File: config.mk
export PLATFORM = sky130hd
export DESIGN_NAME = mac_accumulator
export DESIGN_NICKNAME = d
export VERILOG_FILES = /design/src/rtl/mac_accumulator.sv
export SDC_FILE = /design/constraint.sdc
export NUM_CORES = 1
export LEC_CHECK = 0
export ABC_AREA = 0
export CAP_MARGIN = 40
export CORE_MARGIN = 2
export CORE_UTILIZATION = 46
export CTS_BUF_LIST = sky130_fd_sc_hd__clkbuf_8
export DETAILED_ROUTE_END_ITERATION = 7
export GPL_ROUTABILITY_DRIVEN = 1
export PLACE_DENSITY = 0.79
export SETUP_SLACK_MARGIN = 0.4
export SLEW_MARGIN = 5
export SYNTH_ARGS = -nofsm -noshare
export SYNTH_HDL_FRONTEND = slang
export SYNTH_SLANG_ARGS = --single-unit
File: constraint.sdc
create_clock -name clk -period 2.7 [get_ports clk]
set_input_delay 0.675 -clock clk [delete_from_list [all_inputs] [get_ports clk]]
set_output_delay 0.675 -clock clk [all_outputs]
set_load 0.1 [all_outputs]
File: src/rtl/mac_accumulator.sv
// Frame-based multiply-accumulate wrapper around an external pipelined multiplier.
// Operand pairs are registered onto the multiplier and their products are summed LAT cycles later.
module mac_accumulator #(
  parameter int WIDTH = 8,
  parameter int LAT   = 3,
  parameter int ACC_W = 24
) (
  input  logic                 clk,
  input  logic                 rst,
  input  logic                 start,
  input  logic [7:0]           len,
  output logic                 busy,
  input  logic                 in_valid,
  output logic                 in_ready,
  input  logic [WIDTH-1:0]     in_a,
  input  logic [WIDTH-1:0]     in_b,
  output logic [WIDTH-1:0]     mul_a,
  output logic [WIDTH-1:0]     mul_b,
  input  logic [2*WIDTH-1:0]   mul_prod,
  output logic                 out_valid,
  input  logic                 out_ready,
  output logic [ACC_W-1:0]     acc_out,
  output logic                 ovf
);

  typedef enum logic [1:0] {IDLE, ISSUE, DRAIN, DONE} state_t;

  state_t             r_state;
  state_t             w_nextState;
  logic [7:0]         r_len;
  logic [7:0]         r_issued;
  logic [LAT-1:0]     r_vpipe;
  logic [ACC_W-1:0]   r_acc;
  logic               r_ovf;
  logic [WIDTH-1:0]   r_mulA;
  logic [WIDTH-1:0]   r_mulB;

  logic               w_accept;
  logic               w_lastBeat;
  logic               w_accum;
  logic [ACC_W:0]     w_prodExt;
  logic [ACC_W:0]     w_sum;

  assign w_accept   = in_valid && (r_state == ISSUE);
  assign w_lastBeat = w_accept && ((r_issued + 8'd1) == r_len);
  assign w_accum    = r_vpipe[LAT-1];
  // One extra bit on the sum exposes the carry that sets the sticky overflow flag.
  assign w_prodExt  = {{(ACC_W + 1 - 2*WIDTH){1'b0}}, mul_prod};
  assign w_sum      = {1'b0, r_acc} + w_prodExt;

  assign busy      = (r_state != IDLE);
  assign in_ready  = (r_state == ISSUE);
  assign out_valid = (r_state == DONE);
  assign acc_out   = r_acc;
  assign ovf       = r_ovf;
  assign mul_a     = r_mulA;
  assign mul_b     = r_mulB;

  always_comb begin
    w_nextState = r_state;
    case (r_state)
      IDLE:    if (start) w_nextState = (len == 8'd0) ? DONE : ISSUE;
      ISSUE:   if (w_lastBeat) w_nextState = DRAIN;
      DRAIN:   if (r_vpipe == '0) w_nextState = DONE;
      DONE:    if (out_ready) w_nextState = IDLE;
      default: w_nextState = IDLE;
    endcase
  end

  always_ff @(posedge clk) begin
    if (rst) begin
      r_state  <= IDLE;
      r_len    <= '0;
      r_issued <= '0;
      r_vpipe  <= '0;
      r_acc    <= '0;
      r_ovf    <= 1'b0;
      r_mulA   <= '0;
      r_mulB   <= '0;
    end else begin
      r_state <= w_nextState;
      r_vpipe <= {r_vpipe[LAT-2:0], w_accept};
      if (w_accept) begin
        r_mulA   <= in_a;
        r_mulB   <= in_b;
        r_issued <= r_issued + 8'd1;
      end
      // A new frame wins over accumulation; the pipe is always empty in IDLE anyway.
      if ((r_state == IDLE) && start) begin
        r_acc    <= '0;
        r_ovf    <= 1'b0;
        r_len    <= len;
        r_issued <= '0;
      end else if (w_accum) begin
        r_acc <= w_sum[ACC_W-1:0];
        if (w_sum[ACC_W]) r_ovf <= 1'b1;
      end
    end
  end

endmodule

==> Word level (Yosys, flattened, before mapping) <==
Cells that the tools add are included.
{ "word_totals": {"register_bits": 62, "in_bits": 45, "output_inout_bits": 44, "word_cells": 34} }
{ "classes": {"n_addsub": 2, "eq_ne": 8, "muxes": 6, "n_reduce_logical": 10} }
{ "ops": {"columns": ["op", "n"], "rows": [
  ["24-bit by 16-bit adder with 25-bit output", 1],
  ["2-bit two-way mux", 5],
  ["8-bit by 1-bit adder with 8-bit output (second input constant)", 1],
  ["8-bit equality test", 1],
  ["8-bit zero test", 1],
  ["2-bit case mux with 4 select lines", 1],
  ["2-bit equality test (second input constant)", 2],
  ["2-bit by 1-bit != test with 1-bit output (second input constant)", 2],
  ["2-bit != test (second input constant)", 2],
  ["4-bit AND reduction", 1],
  ["1-bit logical AND", 3],
  ["3-bit zero test", 1],
  ["2-bit by 1-bit equality test with 1-bit output (second input constant)", 1],
  ["2-bit zero test", 1],
  ["2-bit AND reduction", 1],
  ["2-bit nonzero test", 1],
  ["2-bit OR reduction", 1]
]} }

==> Depth between registers and ports, before layout <==
Gate-level depths: netlist (run 1).
{ "depth": {"depth_word": 5, "mapped_depth": 9, "depth_no_buf": 8} }

==> Least setup slack after synthesis (run 1) <==
Ideal clock, no wire load.
{ "synth_path": {"path_type": "flip-flop to flip-flop", "start": "register r_acc[4] (netlist: acc_out[4])", "end": "register r_acc[18] (netlist: acc_out[18])", "setup_ns": 0.115, "t_arrival_ns": 2.727, "required_time_ns": 2.585, "setup_slack_ns": -0.141, "stages_incl_launch_ff": 8, "n_path_buf": 0, "synth_period_minus_slack_ns": 2.841, "cell_sequence": "dfxtp_1 ha_1 a21o_1 a221o_1 o211ai_1 o31ai_1 nor3b_1 o21a_1"} }
{ "synth_between": {"elab_chain_len": 1} }
{ "synth_lines": {"columns": ["item", "line", "text"], "rows": [
  ["start, declared", "33", "logic [ACC_W-1:0] r_acc;"],
  ["start signal, assigned", "95", "r_acc <= w_sum[ACC_W-1:0];"],
  ["24-bit by 16-bit adder with 25-bit output", "49", "assign w_sum = {1'b0, r_acc} + w_prodExt;"]
]} }
No other way between the ends.
A chain may end at the register's enable or synchronous reset.

==> Worst setup path in the final report (run 1) <==
{ "layout_path": {"start": "input port mul_prod[0]", "end": "register r_acc[10] (netlist: acc_out[10])"} }
{ "layout_between": {"elab_chain_len": 1} }
{ "layout_lines": {"columns": ["item", "line", "text"], "rows": [
  ["start, declared", "19", "input logic [2*WIDTH-1:0] mul_prod,"],
  ["24-bit by 16-bit adder with 25-bit output", "49", null]
]} }
No other way between the ends.

==> summary.txt, run 1 <==
Synth
  • Yosys warning total: 0
  • Cells after Synth: 425
  • Post-synthesis sequential area ratio: 36.2%
  • Synth unique cells: 51
  • Synth top area share: 36.2%
  • Post-Syn Area: 3420 um2
  • Largest family of logic cells by synthesized area: compound AO/OA/AOI/OAI gates
  • Register bit count reported by yosys: 62
  • Xor-xnor portion of the synthesized cell area: 4.86%
  • Post-synthesis mux area share: 3.51%
  • Synth Area in Simple Gates: 21.6%
  • Syn Area/Cell: 8.06 um2
  • Top FF cell, synth: dfxtp_1
  • Post-synth top area cell: dfxtp_1
  • Async set or reset register ratio after synthesis: 0%
  • Synth Area in Compound Gates: 22.3%
  • Synth Area in Adders: 8.62%
  • Synthesized Nets: 493
  • Largest cells by area after synthesis: dfxtp_1 (36%), ha_1 (8.0%), nand2_1 (8.0%)
  • Post-synth EDFFs: 0

Drt
  • Uppermost layer routed: met4
  • Routed wl met2: 5250 um
  • Drt wl/cell: 16.1 um
  • DRC viols: 0
  • Vias after detailed routing: 3744
  • Post-DR vias/cell: 5.66
  • WL met3: 885 um
  • 1st-iter DRT viols: 237
  • Detailed Route WL: 10700 um
  • M1 wire length: 4220 um
  • ANT nets after route: 0
  • 1st-pass router iterations: 5

Timing
  • Max Fclk: 413 MHz
  • Slew Limit Fails: 0
  • Tmin final: 2.42 ns
  • Slew headroom: 76.2%
  • Final setup viols: 0
  • Setup TNS: 0 ns
  • Clock skew: 0.0128 ns
  • Final worst path period share: 89.6%
  • RSZ-0062 raised after global routing: yes
  • Final Hold Viols: 0
  • Worst slew pin tran: 0.357 ns

Pwr
  • Power per cell area: 591 nW/um2
  • Worst VDD drop: 0.503 mV
  • Leak Pwr: 2.13 nW

Clocking
  • CTS tree: yes
  • Skew-Pair Late Insertion Delay: 0.35 ns
  • CTS HTree Levels: 3
  • Root Driver: clkbuf_8
  • CTS buffer count: 9
  • Worst-path clk slew: 0.07 ns
  • CTS max path bufs: 2
  • Clk sink count: 62

Global route
  • Vias in the first global route: 3598
  • First-pass GRT wire length: 16400 um
  • GR Overflow Total: 0
  • GRT Total Usage: 24.7%
  • Initial antenna violation count: 0
  • Pin count of the biggest net entering global routing: 23

Floorplanning
  • Row cnt: 31
  • Die ar.: 8150 um2
  • Starting Density: 47.5%
  • Core ar.: 7210 um2
  • Vert. Die Dim: 90.3 um
  • I/O Pins: 89
  • Die Span X: 90.3 um

Critical path
  • CP Cell Sequence: buf_6 > ha_4 > fa_2 > a21o_1 > a221o_1 > buf_4 > a211o_1 > and3_1 > a21oi_1 > nor2_1
  • Worst setup SP type: input pin
  • FF-to-FF Start: acc_out[0]
  • Max incr delay on CP: 0.39 ns
  • WP depth: 10
  • Setup crit end kind: register
  • Worst reg2reg path depth: 9
  • R2R setup slack: 0.36 ns
  • CP Buf/Inv Count: 2
  • Crit-path slowest cell: a221o_1
  • Delay-heaviest family, CP: compound AO/OA/AOI/OAI gates
  • Crit Path Class: in -> reg
  • Crit-path max FO: 4
  • CP required: 2.94 ns
  • Setup crit start: mul_prod[0]
  • Worst path arrival time: 2.65 ns

Cells and area
  • Nets: 625
  • Most common cell after layout, fill and taps aside: buf_4
  • Fill count: 533
  • Commonest non-fill, non-tap cells in the layout: buf_4 (95), nand2_1 (71), dfxtp_1 (45), a21oi_1 (44), clkdlybuf4s50_1 (32)
  • Area Overhead vs Synth: 54.5%
  • Multi-input gate area: 2470 um2
  • Post-route cell area: 5290 um2
  • Register area: 1270 um2
  • Share of cells above drive strength 1: 32.6%

Hold path
  • Hold path cells: 2
  • Worst hold path type: reg -> reg
  • Worst hold path startpoint: mul_a[6]

Status
  • Outcome: completed

Placed design
  • Port buffer count: 88
  • Placed cell areas: 4650 um2
  • Final GP Congestion: 0.902
  • Hpwl dp: 6880 um

Flow run
  • Max-cap viol count: 0
## cell type report
class                      count  area share [%]
clock buffer                  11            2.86
antenna                        1          0.0473
inverter                       8           0.638
sequential                    62            24.0
timing repair buffer         139            21.7
multi-input combinational    337            46.6
clock inverter                 5            1.84
tap                           99            2.34
## synth_stat cells (all sizes together) (3+ instances only)
cell type and instances:
a211oi 6, a21boi 3, a21o 5, a21oi 52, a31oi 3, and3 4, buf 5, clkbuf 13
dfxtp 62, ha 22, inv 8, mux2i 9, nand2 73, nand2b 6, nand3 23, nand4 3
nor2 28, nor2b 3, nor3 4, nor4 4, o21a 4, o21ai 14, o21bai 5, o22ai 3
o31ai 8, or2 4, or3 4, or4 3, xnor2 11, xor2 8
## power breakdown
| part | total, W | internal [W] | leakage, nW | switching, W |
|---|---|---|---|---|
| Combinational | 0.00107 | 0.000357 | 1.48 | 0.000714 |
| Clock | 0.00102 | 0.000658 | 0.132 | 0.000367 |
| Sequential | 0.00103 | 0.000979 | 0.511 | 0.0000529 |
| Total | 0.00313 | 0.00199 | 2.13 | 0.00113 |
## tightest hold or removal path, cell delays in order (launching register included)
cell     delay (ns)
dfxtp_1        0.31
nand2_1        0.05
a21oi_1        0.05
## sequential cells by signal (all words and copies together), names as in the netlist
| signal | cells |
|---|---|
| acc_out | 24 |
| r_state | 2 |
| r_issued | 8 |
| ovf | 1 |
| r_len | 8 |
| mul_b | 8 |
| mul_a | 8 |
| r_vpipe | 3 |
## stage by stage
step | setup WS (ns) | utilization [%] | instances | total power (W) | hold WS, ns
6_report | 0.281 | 73.3 | 662 | 0.00313 | 0.455
5_1_grt | 0.209 | 73.3 | 661 | 0.00328 | 0.483
4_1_cts | 0.309 | 71.6 | 658 | 0.00311 | 0.456
3_5_place_dp | -0.381 | 64.5 | 639 | 0.00206 | 0.447
3_3_place_gp | -0.345 | 64.5 | 639 | 0.00204 | 0.443
2_1_floorplan | 0.150 | - | 425 | 0.00177 | 0.441
## final timing paths
check,end
max reg2reg,acc_out[10]
min,mul_a[6]
min reg2reg,mul_a[6]
max,acc_out[10]
## cell families after synthesis
kind of cell,count (synthesis)
muxes,11
AOI/OAI and AO/OA,121
adders and majority gates,23
DFF,62
buffers and inverters,26
xor gates and xnor gates,19
and+or+nand+nor,163
## timing repair
item | CTS | global route
hold buffers | 0 | 0
buffers inserted | 3 | 3
setup endpoints to repair | 20 | 15
pin swaps | 24 | 18
resized for setup | 55 | 19
## layer usage
layer,global-route usage [%],vias to the layer above
li1,-,1784
met1,28.4,1745
met2,42.6,184
met3,7.51,31
met4,10.0,0
met5,0,-
(Power assumes the default switching activity.)
==> run 2, diff against run 1 <==
- CORE_UTILIZATION: 46 -> 41
- PLACE_DENSITY: 0.79 -> 0.72
- SKIP_CTS_REPAIR_TIMING: default -> 1
==> summary.txt, run 2 (synthesis results as in run 1) <==
Status
  • Outcome: completed

Floorplanning
  • Die Span X: 95.4 um (+5.7%)
  • Core ar.: 8180 um2 (+13%)
  • Die ar.: 9100 um2 (+12%)
  • Row cnt: 33 (+6.5%)
  • Starting Density: 41.9% (-5.6 points)
  • Vert. Die Dim: 95.4 um (+5.7%)
  • I/O Pins: 89 (unchanged)

Critical path
  • Crit-path max FO: 4 (unchanged)
  • Worst setup SP type: input pin
  • Crit-path slowest cell: a221o_1
  • Setup crit end kind: register
  • Worst reg2reg path depth: 9 (unchanged)
  • CP required: 2.95 ns (about the same)
  • R2R setup slack: 0.26 ns (-0.10 ns)
  • Setup crit start: mul_prod[0]
  • Crit Path Class: in -> reg
  • WP depth: 10 (unchanged)
  • CP Cell Sequence: buf_6 > ha_4 > fa_2 > a21o_1 > a221o_1 > o211ai_1 > buf_4 > o31ai_4 > nor3b_2 > o21a_1
  • Reg-to-Reg End: acc_out[18]
  • CP Buf/Inv Count: 2 (unchanged)
  • Delay-heaviest family, CP: compound AO/OA/AOI/OAI gates
  • Worst path arrival time: 2.74 ns (+0.09 ns)
  • Max incr delay on CP: 0.37 ns (-0.02 ns)
  • FF-to-FF Start: acc_out[0]

Flow run
  • Max-cap viol count: 0 (unchanged)

Pwr
  • Gate power share: 37.8% (+3.6 points)
  • Sequential Power Share: 36.2% (+3.2 points)
  • Net Switching: 0.00115 W (+1.4%)
  • Clock power share: 26.0% (-6.8 points)
  • Sw Ratio: 40.3% (+4.0 points)
  • Worst VDD drop: 0.553 mV (+10%)
  • Pint: 0.00171 W (-14%)
  • Power per cell area: 543 nW/um2 (-8.2%)
  • Leak Pwr: 2.15 nW (+0.86%)

Cells and area
  • Non-Filler Instances: 669 (+1.1%)
  • # diodes: 0 (-1)
  • Most common cell after layout, fill and taps aside: buf_4
  • Commonest non-fill, non-tap cells in the layout: buf_4 (97), nand2_1 (71), a21oi_1 (43), dfxtp_1 (41), clkdlybuf4s50_1 (31)
  • Nets: 627 (+0.32%)
  • Area Overhead vs Synth: 53.8%
  • Share of cells above drive strength 1: 34.2% (+1.7 points)
  • Max FFs per register: 24 (unchanged)

Placed design
  • DP Cell Count: 643 (+0.63%)
  • Placement Setup Slack: -0.381 ns (-0.000284 ns)
  • Final GP Congestion: 0.846 (-6.2%)
  • Hpwl dp: 6880 um (about the same)
  • Port buffer count: 88 (unchanged)

Clocking
  • CTS max path bufs: 2 (unchanged)
  • CTS buffer count: 9 (unchanged)
  • Worst-path clk slew: 0.07 ns (about the same)
  • Clk sink count: 62 (unchanged)
  • CTS HTree Levels: 3 (unchanged)
  • CTS tree: yes
  • Skew-Pair Late Insertion Delay: 0.35 ns (about the same)
  • Root Driver: clkbuf_8

Timing
  • Slew Limit Fails: 0 (unchanged)
  • Clock skew: 0.00900 ns (-0.00377 ns)
  • Final worst path period share: 92.5% (+2.9 points)
  • Slew headroom: 71.8% (-4.4 points)
  • Final Hold Viols: 0 (unchanged)
  • RSZ-0062 raised after global routing: yes
  • Final setup viols: 0 (unchanged)
  • Tmin final: 2.50 ns (+0.0776 ns)
  • Worst slew pin tran: 0.423 ns (+0.0659 ns)
  • Max Fclk: 401 MHz (-3.1%)
  • Setup slack after layout: 0.204 ns (-0.0776 ns)

Drt
  • 1st-pass router iterations: 4 (-1)
  • DRC viols: 0 (unchanged)
  • Drt wl/cell: 14.9 um (-7.5%)
  • Post-DR vias/cell: 5.45 (-3.7%)
  • Vias after detailed routing: 3644 (-2.7%)
  • 1st-iter DRT viols: 136 (-43%)
  • ANT nets after route: 0 (unchanged)
  • Detailed Route WL: 9980 um (-6.5%)

Hold path
  • Hold path cells: 2 (unchanged)
  • Hold EP: mul_a[2]
  • Worst hold path type: reg -> reg
  • Worst hold path startpoint: mul_a[2]

Global route
  • Initial antenna violation count: 0 (unchanged)
  • GR Overflow Total: 0 (unchanged)
  • First-pass GRT wire length: 14800 um (-10%)
  • M3 GR Usage: 7.98% (+0.47 points)
  • Routing usage on met2: 35.3% (-7.3 points)
  • GRT Total Usage: 20.6% (-4.1 points)
  • Vias in the first global route: 3356 (-6.7%)
  • Busiest grt layer: met2
  • Pin count of the biggest net entering global routing: 23 (unchanged)
  • M1 GR Usage: 24.2% (-4.2 points)
-- run 2: cell count changes in the layout (fill, tap and decap cells not counted), sizes merged --
cell	before	now
dlymetal6s2s	3	12
clkdlybuf4s50	32	31
diode	1	0
clkbuf	11	10
bufinv	3	0
clkinv	0	1
clkinvlp	1	4
buf	97	98
dlygate4sd2	7	0
-- run 2: worst max path at each step --
stage	endpoint	slack (ns)
2_1_floorplan	acc_out[18]	0.15
3_3_place_gp	acc_out[18]	-0.35
3_5_place_dp	acc_out[18]	-0.38
4_1_cts	acc_out[18]	-0.01
5_1_grt	acc_out[18]	0.13
6_report	acc_out[18]	0.20
-- run 2: power by group through the flow --
stage               logic [W]  registers, W  clock network (W)
floorplan            0.000496       0.00127                  0
global placement      0.00101       0.00104                  0
CTS                   0.00102       0.00103           0.000759
finish                0.00108       0.00104           0.000742
detailed placement    0.00102       0.00105                  0
global route          0.00116       0.00104           0.000803
-- run 2: worst register-to-register path, cell delays in order (launching register included) --
cell and delay, ns:
dfxtp_2 0.35, ha_4 0.17, fa_2 0.36, a21o_1 0.20, a221o_1 0.37, o211ai_1 0.23, buf_4 0.19, o31ai_4 0.09
nor3b_2 0.18, o21a_1 0.19
-- run 2: area by class of cell --
| cell class | instances | area, um2 |
|---|---|---|
| Inverter | 8 | 33.8 |
| Fill cell | 683 | 2910 |
| Tap cell | 105 | 131 |
| Multi-Input combinational cell | 337 | 2450 |
| Clock inverter | 6 | 37.5 |
| Sequential cell | 62 | 1280 |
| Timing Repair Buffer | 141 | 1200 |
| Clock buffer | 10 | 138 |
-- run 2: per-layer routing --
layer	routed length (um)	part of all wire [%]	up-vias
met3	791	7.9	14
met4	116	1.2	0
met1	4240	42	1698
li1	-	-	1794
met2	4830	48	138
met5	0	0	-
-- run 2: metrics by stage --
stage / TNS (ns) / total power, W / area [um2] / util [%] / hold slack [ns]
6_report: 0 / 0.00286 / 5270 / 64.4 / 0.460
2_1_floorplan: 0 / 0.00177 / 3490 / - / 0.441
4_1_cts: -0.0145 / 0.00281 / 4820 / 59.0 / 0.461
5_1_grt: 0 / 0.00301 / 5270 / 64.4 / 0.484
3_3_place_gp: -2.60 / 0.00205 / 4640 / 56.8 / 0.442
3_5_place_dp: -3.09 / 0.00207 / 4640 / 56.8 / 0.450
